--- src/rtl/vga_sprite_engine_if.sv ---
`default_nettype none
// ============================================================================
// Module   : vga_sprite_engine_if
// Purpose  : Sprite ROM bus between the engine (master) and the bitmap ROM.
// Revision : 1.0
// ============================================================================
interface vga_sprite_engine_if #(
    parameter int NUM_FRAMES = 2,
    parameter int SPRITE_W   = 34,
    parameter int SPRITE_H   = 22
);
    localparam int c_FRAME_W = (NUM_FRAMES > 1) ? $clog2(NUM_FRAMES) : 1;
    localparam int c_ROMX_W  = (SPRITE_W > 1) ? $clog2(SPRITE_W) : 1;
    localparam int c_ROMY_W  = (SPRITE_H > 1) ? $clog2(SPRITE_H) : 1;

    logic [c_FRAME_W-1:0] rom_frame;
    logic [c_ROMX_W-1:0]  rom_x;
    logic [c_ROMY_W-1:0]  rom_y;
    // {opaque, r[1:0], g[1:0], b[1:0]}
    logic [6:0]           rom_pixel;

    modport master (output rom_frame, output rom_x, output rom_y, input rom_pixel);
    modport slave  (input rom_frame, input rom_x, input rom_y, output rom_pixel);
endinterface
`default_nettype wire

--- src/rtl/vga_sprite_engine.sv ---
`default_nettype none
// ============================================================================
// Module   : vga_sprite_engine
// Purpose  : VGA timing plus one scaled, animated, bouncing sprite on a solid
//            background, driving the 8-bit VGA PMOD through a 2-stage pipe.
// Revision : 1.0
// ============================================================================
module vga_sprite_engine #(
    parameter int VGA_WIDTH        = 640,
    parameter int VGA_HEIGHT       = 480,
    parameter int H_FRONT_PORCH    = 16,
    parameter int H_SYNC_PULSE     = 96,
    parameter int H_BACK_PORCH     = 48,
    parameter int V_FRONT_PORCH    = 10,
    parameter int V_SYNC_PULSE     = 2,
    parameter int V_BACK_PORCH     = 33,
    parameter int SYNC_ACTIVE_HIGH = 0,
    parameter int SPRITE_W         = 34,
    parameter int SPRITE_H         = 22,
    parameter int SCALE_BITS       = 3,
    parameter int NUM_FRAMES       = 2,
    parameter int FRAME_PERIOD     = 16,
    parameter int START_X          = 128,
    parameter int START_Y          = 128,
    parameter int SPEED            = 2
) (
    input  logic                       clk,
    input  logic                       rst_n,
    input  logic [5:0]                 bg_color,
    vga_sprite_engine_if.master        rom_bus,
    output logic                       frame_start,
    output logic [7:0]                 vga_pmod
);
    localparam int c_H_TOTAL  = VGA_WIDTH + H_FRONT_PORCH + H_SYNC_PULSE + H_BACK_PORCH;
    localparam int c_V_TOTAL  = VGA_HEIGHT + V_FRONT_PORCH + V_SYNC_PULSE + V_BACK_PORCH;
    localparam int c_XC_W     = $clog2(c_H_TOTAL);
    localparam int c_YC_W     = $clog2(c_V_TOTAL);
    localparam int c_CX_W     = c_XC_W + 1;
    localparam int c_CY_W     = c_YC_W + 1;
    localparam int c_PX_W     = $clog2(VGA_WIDTH);
    localparam int c_PY_W     = $clog2(VGA_HEIGHT);
    localparam int c_NX_W     = c_PX_W + 1;
    localparam int c_NY_W     = c_PY_W + 1;
    localparam int c_SPR_PW   = SPRITE_W << SCALE_BITS;
    localparam int c_SPR_PH   = SPRITE_H << SCALE_BITS;
    localparam int c_X_MAX    = VGA_WIDTH - c_SPR_PW;
    localparam int c_Y_MAX    = VGA_HEIGHT - c_SPR_PH;
    localparam int c_HS_START = VGA_WIDTH + H_FRONT_PORCH;
    localparam int c_HS_END   = c_HS_START + H_SYNC_PULSE;
    localparam int c_VS_START = VGA_HEIGHT + V_FRONT_PORCH;
    localparam int c_VS_END   = c_VS_START + V_SYNC_PULSE;
    localparam int c_FRAME_W  = (NUM_FRAMES > 1) ? $clog2(NUM_FRAMES) : 1;
    localparam int c_ANIM_W   = (FRAME_PERIOD > 1) ? $clog2(FRAME_PERIOD) : 1;
    localparam int c_ROMX_W   = (SPRITE_W > 1) ? $clog2(SPRITE_W) : 1;
    localparam int c_ROMY_W   = (SPRITE_H > 1) ? $clog2(SPRITE_H) : 1;
    localparam logic c_SYNC_ON = (SYNC_ACTIVE_HIGH != 0);

    if (c_SPR_PW > VGA_WIDTH || c_SPR_PH > VGA_HEIGHT || NUM_FRAMES < 1 || FRAME_PERIOD < 1)
    begin : g_param_check
        $error("vga_sprite_engine: sprite does not fit the screen or bad animation parameters");
    end

    logic [c_XC_W-1:0]    r_x;
    logic [c_YC_W-1:0]    r_y;
    logic [c_PX_W-1:0]    r_pos_x;
    logic [c_PY_W-1:0]    r_pos_y;
    logic                 r_dir_x_neg;
    logic                 r_dir_y_neg;
    logic [c_ANIM_W-1:0]  r_anim_cnt;
    logic [c_FRAME_W-1:0] r_anim_frame;
    logic                 r_s1_in_sprite;
    logic                 r_s1_active;
    logic                 r_s1_hs;
    logic                 r_s1_vs;

    logic                 w_x_last;
    logic                 w_y_last;
    logic                 w_wrap;
    logic [c_CX_W-1:0]    w_x_ext;
    logic [c_CY_W-1:0]    w_y_ext;
    logic [c_CX_W-1:0]    w_px_ext;
    logic [c_CY_W-1:0]    w_py_ext;
    logic [c_CX_W-1:0]    w_dx;
    logic [c_CY_W-1:0]    w_dy;
    logic                 w_in_sprite;
    logic                 w_active;
    logic                 w_hs;
    logic                 w_vs;
    logic [c_NX_W-1:0]    w_x_up;
    logic [c_NY_W-1:0]    w_y_up;
    logic [c_PX_W-1:0]    w_pos_x_nxt;
    logic [c_PY_W-1:0]    w_pos_y_nxt;
    logic                 w_dir_x_nxt;
    logic                 w_dir_y_nxt;
    logic [5:0]           w_color;
    logic                 w_hs_lvl;
    logic                 w_vs_lvl;

    assign w_x_last = (r_x == c_XC_W'(c_H_TOTAL - 1));
    assign w_y_last = (r_y == c_YC_W'(c_V_TOTAL - 1));
    assign w_wrap   = w_x_last && w_y_last;

    assign w_x_ext  = c_CX_W'(r_x);
    assign w_y_ext  = c_CY_W'(r_y);
    assign w_px_ext = c_CX_W'(r_pos_x);
    assign w_py_ext = c_CY_W'(r_pos_y);
    // Offsets are only latched while inside the sprite, so underflow never escapes.
    assign w_dx     = w_x_ext - w_px_ext;
    assign w_dy     = w_y_ext - w_py_ext;

    assign w_in_sprite = (w_x_ext >= w_px_ext) && (w_x_ext < w_px_ext + c_CX_W'(c_SPR_PW))
                      && (w_y_ext >= w_py_ext) && (w_y_ext < w_py_ext + c_CY_W'(c_SPR_PH));
    assign w_active    = (w_x_ext < c_CX_W'(VGA_WIDTH)) && (w_y_ext < c_CY_W'(VGA_HEIGHT));
    assign w_hs        = (w_x_ext >= c_CX_W'(c_HS_START)) && (w_x_ext < c_CX_W'(c_HS_END));
    assign w_vs        = (w_y_ext >= c_CY_W'(c_VS_START)) && (w_y_ext < c_CY_W'(c_VS_END));

    assign w_x_up = c_NX_W'(r_pos_x) + c_NX_W'(SPEED);
    assign w_y_up = c_NY_W'(r_pos_y) + c_NY_W'(SPEED);

    always_comb begin
        w_pos_x_nxt = r_pos_x;
        w_dir_x_nxt = r_dir_x_neg;
        if (!r_dir_x_neg) begin
            if (w_x_up > c_NX_W'(c_X_MAX)) begin
                w_pos_x_nxt = c_PX_W'(c_X_MAX);
                w_dir_x_nxt = 1'b1;
            end else begin
                w_pos_x_nxt = w_x_up[c_PX_W-1:0];
            end
        end else if (c_NX_W'(r_pos_x) < c_NX_W'(SPEED)) begin
            w_pos_x_nxt = '0;
            w_dir_x_nxt = 1'b0;
        end else begin
            w_pos_x_nxt = r_pos_x - c_PX_W'(SPEED);
        end
    end

    always_comb begin
        w_pos_y_nxt = r_pos_y;
        w_dir_y_nxt = r_dir_y_neg;
        if (!r_dir_y_neg) begin
            if (w_y_up > c_NY_W'(c_Y_MAX)) begin
                w_pos_y_nxt = c_PY_W'(c_Y_MAX);
                w_dir_y_nxt = 1'b1;
            end else begin
                w_pos_y_nxt = w_y_up[c_PY_W-1:0];
            end
        end else if (c_NY_W'(r_pos_y) < c_NY_W'(SPEED)) begin
            w_pos_y_nxt = '0;
            w_dir_y_nxt = 1'b0;
        end else begin
            w_pos_y_nxt = r_pos_y - c_PY_W'(SPEED);
        end
    end

    // Stage 0: raster counters, plus per-frame motion/animation at the wrap.
    always_ff @(posedge clk or negedge rst_n) begin
        if (!rst_n) begin
            r_x          <= '0;
            r_y          <= '0;
            r_pos_x      <= c_PX_W'(START_X);
            r_pos_y      <= c_PY_W'(START_Y);
            r_dir_x_neg  <= 1'b0;
            r_dir_y_neg  <= 1'b0;
            r_anim_cnt   <= '0;
            r_anim_frame <= '0;
            frame_start  <= 1'b0;
        end else begin
            frame_start <= w_wrap;
            if (w_x_last) begin
                r_x <= '0;
                r_y <= w_y_last ? '0 : r_y + c_YC_W'(1);
            end else begin
                r_x <= r_x + c_XC_W'(1);
            end
            if (w_wrap) begin
                r_pos_x     <= w_pos_x_nxt;
                r_pos_y     <= w_pos_y_nxt;
                r_dir_x_neg <= w_dir_x_nxt;
                r_dir_y_neg <= w_dir_y_nxt;
                if (r_anim_cnt == c_ANIM_W'(FRAME_PERIOD - 1)) begin
                    r_anim_cnt   <= '0;
                    r_anim_frame <= (r_anim_frame == c_FRAME_W'(NUM_FRAMES - 1))
                                    ? '0 : r_anim_frame + c_FRAME_W'(1);
                end else begin
                    r_anim_cnt <= r_anim_cnt + c_ANIM_W'(1);
                end
            end
        end
    end

    // Stage 1: ROM address and delayed flags.
    always_ff @(posedge clk or negedge rst_n) begin
        if (!rst_n) begin
            rom_bus.rom_x     <= '0;
            rom_bus.rom_y     <= '0;
            rom_bus.rom_frame <= '0;
            r_s1_in_sprite    <= 1'b0;
            r_s1_active       <= 1'b0;
            r_s1_hs           <= 1'b0;
            r_s1_vs           <= 1'b0;
        end else begin
            r_s1_in_sprite <= w_in_sprite;
            r_s1_active    <= w_active;
            r_s1_hs        <= w_hs;
            r_s1_vs        <= w_vs;
            if (w_in_sprite) begin
                rom_bus.rom_x     <= c_ROMX_W'(w_dx >> SCALE_BITS);
                rom_bus.rom_y     <= c_ROMY_W'(w_dy >> SCALE_BITS);
                rom_bus.rom_frame <= r_anim_frame;
            end
        end
    end

    always_comb begin
        w_color = 6'd0;
        if (r_s1_active && r_s1_in_sprite && rom_bus.rom_pixel[6]) begin
            w_color = rom_bus.rom_pixel[5:0];
        end else if (r_s1_active) begin
            w_color = bg_color;
        end
    end

    assign w_hs_lvl = c_SYNC_ON ? r_s1_hs : ~r_s1_hs;
    assign w_vs_lvl = c_SYNC_ON ? r_s1_vs : ~r_s1_vs;

    // Stage 2: PMOD pin order {hs, b0, g0, r0, vs, b1, g1, r1}.
    always_ff @(posedge clk or negedge rst_n) begin
        if (!rst_n) begin
            vga_pmod <= {~c_SYNC_ON, 3'b000, ~c_SYNC_ON, 3'b000};
        end else begin
            vga_pmod <= {w_hs_lvl, w_color[0], w_color[2], w_color[4],
                         w_vs_lvl, w_color[1], w_color[3], w_color[5]};
        end
    end
endmodule
`default_nettype wire
--- src/flat_wrapper.sv ---
// flat-port wrapper written by rule: the top's interface ports become plain ports
module vga_sprite_engine_flat 
#(
    parameter int VGA_WIDTH        = 640,
    parameter int VGA_HEIGHT       = 480,
    parameter int H_FRONT_PORCH    = 16,
    parameter int H_SYNC_PULSE     = 96,
    parameter int H_BACK_PORCH     = 48,
    parameter int V_FRONT_PORCH    = 10,
    parameter int V_SYNC_PULSE     = 2,
    parameter int V_BACK_PORCH     = 33,
    parameter int SYNC_ACTIVE_HIGH = 0,
    parameter int SPRITE_W         = 34,
    parameter int SPRITE_H         = 22,
    parameter int SCALE_BITS       = 3,
    parameter int NUM_FRAMES       = 2,
    parameter int FRAME_PERIOD     = 16,
    parameter int START_X          = 128,
    parameter int START_Y          = 128,
    parameter int SPEED            = 2
)
  (clk, rst_n, bg_color, frame_start, vga_pmod, rom_bus_rom_frame, rom_bus_rom_x, rom_bus_rom_y, rom_bus_rom_pixel);
  vga_sprite_engine_if #(.NUM_FRAMES(NUM_FRAMES), .SPRITE_W(SPRITE_W), .SPRITE_H(SPRITE_H)) rom_bus_i ();
  input  logic clk;
  input  logic rst_n;
  input  logic [5:0] bg_color;
  output logic frame_start;
  output logic [7:0] vga_pmod;
  output wire logic [$bits(rom_bus_i.rom_frame)-1:0] rom_bus_rom_frame;
  output wire logic [$bits(rom_bus_i.rom_x)-1:0] rom_bus_rom_x;
  output wire logic [$bits(rom_bus_i.rom_y)-1:0] rom_bus_rom_y;
  input wire logic [$bits(rom_bus_i.rom_pixel)-1:0] rom_bus_rom_pixel;
  assign rom_bus_rom_frame = rom_bus_i.rom_frame;
  assign rom_bus_rom_x = rom_bus_i.rom_x;
  assign rom_bus_rom_y = rom_bus_i.rom_y;
  assign rom_bus_i.rom_pixel = rom_bus_rom_pixel;
  vga_sprite_engine #(.VGA_WIDTH(VGA_WIDTH), .VGA_HEIGHT(VGA_HEIGHT), .H_FRONT_PORCH(H_FRONT_PORCH), .H_SYNC_PULSE(H_SYNC_PULSE), .H_BACK_PORCH(H_BACK_PORCH), .V_FRONT_PORCH(V_FRONT_PORCH), .V_SYNC_PULSE(V_SYNC_PULSE), .V_BACK_PORCH(V_BACK_PORCH), .SYNC_ACTIVE_HIGH(SYNC_ACTIVE_HIGH), .SPRITE_W(SPRITE_W), .SPRITE_H(SPRITE_H), .SCALE_BITS(SCALE_BITS), .NUM_FRAMES(NUM_FRAMES), .FRAME_PERIOD(FRAME_PERIOD), .START_X(START_X), .START_Y(START_Y), .SPEED(SPEED)) u_core (.clk(clk), .rst_n(rst_n), .bg_color(bg_color), .rom_bus(rom_bus_i), .frame_start(frame_start), .vga_pmod(vga_pmod));
endmodule
--- config.mk ---
export PLATFORM = sky130hd
export DESIGN_NAME = vga_sprite_engine_flat
export DESIGN_NICKNAME = d
export VERILOG_FILES = /design/src/rtl/vga_sprite_engine_if.sv /design/src/rtl/vga_sprite_engine.sv /design/src/flat_wrapper.sv
export SDC_FILE = /design/constraint.sdc
export NUM_CORES = 1
export LEC_CHECK = 0
export BUFFER_PORTS_ARGS = -buffer_cell sky130_fd_sc_hd__buf_2
export CORE_AREA = 2 2 97 99
export DETAILED_ROUTE_END_ITERATION = 7
export DIE_AREA = 0 0 99 101
export HOLD_SLACK_MARGIN = 0.05
export PLACE_DENSITY = 0.81
export SLEW_MARGIN = 20
export SYNTH_ARGS = -nofsm -noshare
export SYNTH_HDL_FRONTEND = slang
export SYNTH_SLANG_ARGS = --single-unit
--- constraint.sdc ---
create_clock -name clk -period 2.9 [get_ports clk]
set_input_delay 0.435 -clock clk [delete_from_list [all_inputs] [get_ports clk]]
set_output_delay 0.435 -clock clk [all_outputs]
set_load 0.01 [all_outputs]
# Yosys cells after proc, flatten, opt, wreduce, memory -nomap -nowiden
# Index checks and enable logic that the tools add are counted.
# Widths: inputs -> output; s select.
# totals
register_bits	71
input_bits	15
out_inout_bits	21
elab_cells	76
# op_classes
add_sub_neg	12
magnitude_cmp	14
n_eq_ne	3
muxes	18
n_bitwise	2
n_reduce_logical	10
# op_table
operator	n
$mux 10	5
$mux 9	3
$add 10x1->10 const B	2
$eq 10x10->1 const B	2
$lt 10x10->1 const B	2
$lt 10x9->1 const B	2
$mux 6	2
$add 10x2->11 const B	1
$add 10x9->11 const B	1
$gt 11x9->1 const B	1
$lt 10x11->1	1
$add 9x2->10 const B	1
$add 9x8->10 const B	1
$ge 10x10->1	1
$ge 10x10->1 const B	1
$ge 10x9->1	1
$ge 10x9->1 const B	1
$gt 10x9->1 const B	1
$lt 10x10->1	1
$lt 10x2->1 const B	1
$sub 10x2->10 const B	1
$logic_and 1x1->1	9
$lt 9x2->1 const B	1
$sub 9x2->9 const B	1
other kinds (9)	16

# Depth between registers and ports, before layout
# logic_depth
word_depth	5
mapped_depth	15
mapped_depth_nobuf	12

# Least setup slack after synthesis
# No wires, ideal clock.
# synth_timing
kind	flip-flop to flip-flop
from	register u_core.r_pos_x[7]
to	register u_core.rom_bus.rom_frame
setup_ns	0.125
arrival_ns	2.951
required_time_ns	2.775
path_slack_ns	-0.176
path_stages_with_launch	14
n_path_buf	3
synth_period_minus_slack_ns	3.076
path_cell_list	dfstp_2 -> clkbuf_1 -> inv_1 -> xnor2_1 -> ha_1 -> a21oi_1 -> o22ai_1 -> a2111oi_0 -> o21ai_0 -> nor2_1 -> and3_1 -> clkbuf_1 -> buf_2 -> mux2_2
# synth_via
elab_chain_cells	5
word_cells_on_any_way	6
classes_between	add/sub: 1; order compare: 2; reduce/logical: 3
# synth_rtl
item	line_no	rtl
start: declaration	vga_sprite_engine.sv:65	logic [c_PX_W-1:0] r_pos_x;
start signal: assignment	vga_sprite_engine.sv:161	r_pos_x <= c_PX_W'(START_X);
start signal: assignment	vga_sprite_engine.sv:177	r_pos_x <= w_pos_x_nxt;
$add 10x9->11	vga_sprite_engine.sv:111	assign w_in_sprite = (w_x_ext >= w_px_ext) && (w_x_ext < w_px_ext + c_CX_W'(c_SPR_PW))
$lt 10x11->1	vga_sprite_engine.sv:111	
$logic_and 1x1->1 *	vga_sprite_engine.sv:111	
$logic_and 1x1->1 * (2 in a row)	vga_sprite_engine.sv:112	&& (w_y_ext >= w_py_ext) && (w_y_ext < w_py_ext + c_CY_W'(c_SPR_PH));
net u_core.w_in_sprite	vga_sprite_engine.sv:85	logic w_in_sprite;
end signal: assignment	vga_sprite_engine.sv:210	rom_bus.rom_frame <= r_anim_frame;
end: declaration	vga_sprite_engine_if.sv:22	modport master (output rom_frame, output rom_x, output rom_y, input rom_pixel);
# The timed path passes the listed nets; every way through them passes the cells marked *.
# A chain may end at the register's enable or synchronous reset.

# Worst setup path after layout
# layout_timing
from	register u_core.r_pos_x[5]
to	register u_core.rom_bus.rom_y[3]
# layout_via
elab_chain_cells	5
word_cells_on_any_way	6
classes_between	add/sub: 1; order compare: 2; reduce/logical: 3
# layout_rtl
item	line_no	rtl
$add 10x9->11	vga_sprite_engine.sv:111	
$lt 10x11->1	vga_sprite_engine.sv:111	
$logic_and 1x1->1 *	vga_sprite_engine.sv:111	
$logic_and 1x1->1 * (2 in a row)	vga_sprite_engine.sv:112	
end signal: assignment	vga_sprite_engine.sv:209	rom_bus.rom_y <= c_ROMY_W'(w_dy >> SCALE_BITS);
end: declaration	vga_sprite_engine_if.sv:22	
# Mark *: on every way between the ends. The rest lies on a longest branch, timed or not.

==> impl_summary.log <==
INFO  metric status = complete, no violations
INFO  metric globalRouteMet1Util = 0.293
INFO  metric cts_hold_buffers = 0
INFO  metric gp_congestion = 0.912
INFO  metric cellPowerDensity = around 330 mW/mm^2
INFO  metric crit_slowest_cell = sky130_fd_sc_hd__dfrtp_1
INFO  metric irDropWorstVdd = around 0.25 mV
INFO  metric clkSlewWorstSetupHoldPaths = ~0.080 ns
INFO  metric timing.critical_path.fanout_max = 5
INFO  metric synth_top_area_cell = sky130_fd_sc_hd__dfrtp_1
INFO  metric grt_busiest_layer = met2
INFO  metric grt_pass1_wl = ~19,000 microns
INFO  metric antennaDiodeCount = 0
INFO  metric timing.final.crit_share = 0.955
INFO  metric detail_route.iter0.violations = ~290
INFO  metric floorplan.rows = 35
INFO  metric numPortBuffers = 35
INFO  metric grt_overflow_total = 0
INFO  metric floorplan.initialDensity = 0.539
INFO  metric tritoncts.num_buffers = 9
INFO  metric commonest_cells_post_synth = 65 x sky130_fd_sc_hd__dfrtp_1, 45 x sky130_fd_sc_hd__nand2_1, 42 x sky130_fd_sc_hd__ha_1
INFO  metric total_power = 1.82 mW
INFO  metric ys.flop_type = sky130_fd_sc_hd__dfrtp_1
INFO  metric ys_ff_latch = between 60 and 70
INFO  metric die_w = about 99 microns
INFO  metric finish.utilization = 0.611
INFO  metric maximum_clock_rate = 0.361 GHz
INFO  metric cts_sinks = a little under 70
INFO  metric cp.buffers_inverters = 2
INFO  metric timing.critical_path.from_type = flop
INFO  metric ctsHtreeMaxLevel = 3
INFO  metric fin_worst_skew = 0.0107 ns
INFO  metric req_time_crit_path = roughly 3.1 ns
INFO  metric worst_ep_arrival_time = 3.01 ns
INFO  metric setup_viol = 0
INFO  metric worst_pin_slew = ~0.8 ns
INFO  metric ys_warn_count = 0
INFO  metric grt.met2_usage = 0.400
INFO  metric avgSynthCellArea = 9.05 sq um
INFO  metric first_pass_iters = 5
INFO  metric die_height = 101 microns
INFO  metric max-slew-margin-rel = 0.474
INFO  metric cts_root_buf = sky130_fd_sc_hd__clkbuf_8
INFO  metric yosysTopAreaCellShare = 0.336
INFO  metric grt_start_max_net_pins = 33
INFO  metric detail_route.wirelength = between 10,000 and 15,000 microns
INFO  metric share_of_layout_cells_above_drive_strength_1 = 0.188
INFO  metric dr_total_vias = about 4,400
INFO  metric die_outline_area = about 0.010 sq mm
INFO  metric syn_to_final_growth = 13.3%
INFO  metric post-route-drc-count = 0
INFO  metric synthDistinctLibCells = 69
INFO  metric synth.yosys.seq_area_share = 0.358
INFO  metric slew_violations = 0
INFO  metric worstSetupEndpointType = flop
INFO  metric grt.met3_usage = 0.0416
INFO  metric avgViaCountPerCell = between 6 and 7
INFO  metric cts_tree = done
INFO  metric i_o_pin_count = 36
INFO  metric hold_violations = 0
INFO  metric criticalPathCategory = reg2reg
INFO  metric mappedNetlistArea = 0.00484 sq mm
INFO  metric postSynthCellCount = approximately 540
INFO  metric antenna_left = 0
INFO  metric globalRouteTotalUtil = 0.232
INFO  metric cts.path.max_buffers = 2
INFO  metric nets = between 600 and 700
INFO  metric number_of_flops_mapped_to_enable_cells_by_yosys = 0
INFO  metric design.core.area = 0.00898 sq mm
INFO  metric period_needed = 2.77 ns
INFO  metric syn-num-nets = slightly below 600
INFO  metric grt_pass1_vias = roughly 4,100
INFO  metric asyncSetResetFlopFracSynth = 1.00
INFO  metric final.hold.worst_slack = ~0.16 ns
INFO  metric avgRoutedWirePerCell = around 16 microns
INFO  metric yosys.cell_count.top_type = sky130_fd_sc_hd__dfrtp_1
INFO  metric leakage_dissipation = approximately 2.5 nW
INFO  metric grt_antenna_before_repair = 0
INFO  metric maxCapViolations = 0
INFO  metric synth_top_cells_by_area = sky130_fd_sc_hd__dfrtp_1 34%, sky130_fd_sc_hd__ha_1 11%, sky130_fd_sc_hd__xnor2_1 4.2%, sky130_fd_sc_hd__a21oi_1 3.6%, sky130_fd_sc_hd__nand2_1 3.5%
INFO  metric path_cells = buf_4, ha_4, nand3_1, xnor2_1, ha_1, nand3_1, nor3b_1, a2111oi_2, o21ai_1, nor2_1, and3_1, buf_4, mux2_2
INFO  metric min-delay-path-class = in2async
INFO  metric slowest_delay = ~0.40 ns
INFO  metric insertion_delay = 0.36 ns
INFO  metric cell_type_group_with_the_largest_total_delay_on_the_critical_path = simple AND/OR/NAND/NOR gates
INFO  metric detailed_placer_s_ending_hpwl = approximately 8300 microns
worst reg2reg max path, stage by stage (launching register included):
cell                        delay [ns]
sky130_fd_sc_hd__dfrtp_1          0.40
sky130_fd_sc_hd__buf_4            0.16
sky130_fd_sc_hd__ha_4             0.17
sky130_fd_sc_hd__nand3_1          0.09
sky130_fd_sc_hd__xnor2_1          0.12
sky130_fd_sc_hd__ha_1             0.26
sky130_fd_sc_hd__nand3_1          0.12
sky130_fd_sc_hd__nor3b_1          0.08
sky130_fd_sc_hd__a2111oi_2        0.39
sky130_fd_sc_hd__o21ai_1          0.09
sky130_fd_sc_hd__nor2_1           0.10
sky130_fd_sc_hd__and3_1           0.18
sky130_fd_sc_hd__buf_4            0.16
sky130_fd_sc_hd__mux2_2           0.34
cell usage in the layout (no fill, tap or decap), types with 4 or more instances in the layout:
master | Yosys | routed
sky130_fd_sc_hd__dfrtp_1 | 65 | 64
sky130_fd_sc_hd__and3_1 | 8 | 8
sky130_fd_sc_hd__a31oi_1 | 5 | 5
sky130_fd_sc_hd__a21oi_1 | 35 | 35
sky130_fd_sc_hd__nand4_1 | 12 | 12
sky130_fd_sc_hd__nor2_1 | 37 | 37
sky130_fd_sc_hd__a21boi_0 | 8 | 8
sky130_fd_sc_hd__nor3_1 | 16 | 16
sky130_fd_sc_hd__nand3b_1 | 4 | 4
sky130_fd_sc_hd__o211ai_1 | 7 | 7
sky130_fd_sc_hd__o21a_1 | 5 | 5
sky130_fd_sc_hd__buf_4 | 2 | 27
sky130_fd_sc_hd__nor4_1 | 6 | 6
sky130_fd_sc_hd__mux2_2 | 10 | 10
sky130_fd_sc_hd__buf_2 | 7 | 35
sky130_fd_sc_hd__nand4b_1 | 4 | 4
sky130_fd_sc_hd__ha_1 | 42 | 39
sky130_fd_sc_hd__nand2b_1 | 6 | 6
sky130_fd_sc_hd__o21ai_0 | 26 | 25
sky130_fd_sc_hd__o31ai_1 | 6 | 6
sky130_fd_sc_hd__xor2_1 | 15 | 15
sky130_fd_sc_hd__inv_1 | 28 | 28
sky130_fd_sc_hd__and2_1 | 5 | 5
sky130_fd_sc_hd__xnor2_1 | 23 | 23
sky130_fd_sc_hd__nand3_1 | 18 | 18
sky130_fd_sc_hd__o22ai_1 | 7 | 7
sky130_fd_sc_hd__nand2_1 | 45 | 45
sky130_fd_sc_hd__dfstp_2 | 4 | 4
sky130_fd_sc_hd__clkbuf_8 | 0 | 9
sky130_fd_sc_hd__a21o_1 | 6 | 6
where the power goes:
part	switching [mW]	internal, mW
Combinational	0.0329	0.0166
Clock	0.401	0.401
Sequential	0.00117	0.968
Total	0.436	1.39
final timing paths:
kind                                   start                       to  slack [ns]  cells after the start
max                        u_core.r_pos_x[5]  u_core.rom_bus.rom_y[3]        0.13                     13
min                                    rst_n       u_core.r_dir_y_neg        0.16                      1
max reg2reg                u_core.r_pos_x[5]  u_core.rom_bus.rom_y[3]        0.13                     13
min reg2reg                   u_core.r_s1_vs       u_core.vga_pmod[3]        0.35                      1
max in group asynchronous              rst_n        u_core.r_pos_x[7]        1.91                      2
min in group clk                 bg_color[2]       u_core.vga_pmod[5]        0.33                      3
logic make-up (layout without fill, tap and decap cells):
kind of cell | Yosys count | count (layout) | share of synthesized area
fa+ha+maj | 42 | 42 | 0.109
mux | 15 | 15 | 0.0344
buf+inv | 54 | 109 | 0.0452
simple gates | 178 | 178 | 0.190
flops | 69 | 69 | 0.358
xor+xnor | 38 | 38 | 0.0687
compound gates | 139 | 139 | 0.195
per-layer routing:
metal	wire, microns	vias to the layer above
li1	-	2067
met1	4830	2116
met2	5790	163
met3	693	17
met4	210	0
met5	0	-
through the flow:
step	instance area (sq um)	std cells	worst slack [ns]	setup TNS [ns]
after floorplan	4850	535	0.0201	0
after global placement	5240	682	0.161	0
after detailed placement	5240	682	0.0856	0
after CTS	5440	698	0.0644	0
after global routing	5490	701	-0.00108	-0.00108
final	5490	701	0.131	0
final cells by class:
type | instances | area [sq um]
Inverter | 30 | 113
Tap cell | 111 | 139
Sequential cell | 69 | 1730
Timing Repair Buffer | 63 | 389
Fill cell | 758 | 3490
Clock buffer | 9 | 124
Clock inverter | 7 | 73.8
Multi-Input combinational cell | 412 | 2920
sequential cells by signal, indices dropped and copies added (netlist names), 4 cells and up:
name                  count
u_core.r_anim_cnt         4
u_core.r_pos_x            9
u_core.r_pos_y            8
u_core.r_x               10
u_core.r_y               10
u_core.rom_bus.rom_x      6
u_core.rom_bus.rom_y      5
u_core.vga_pmod           8
timing repair:
action | 4_1_cts | 5_1_grt
setup buffers | 0 | 3
endpoints found under the setup margin | 0 | 13
gates resized for setup | 0 | 9
Power figures use the tool's default switching activity.
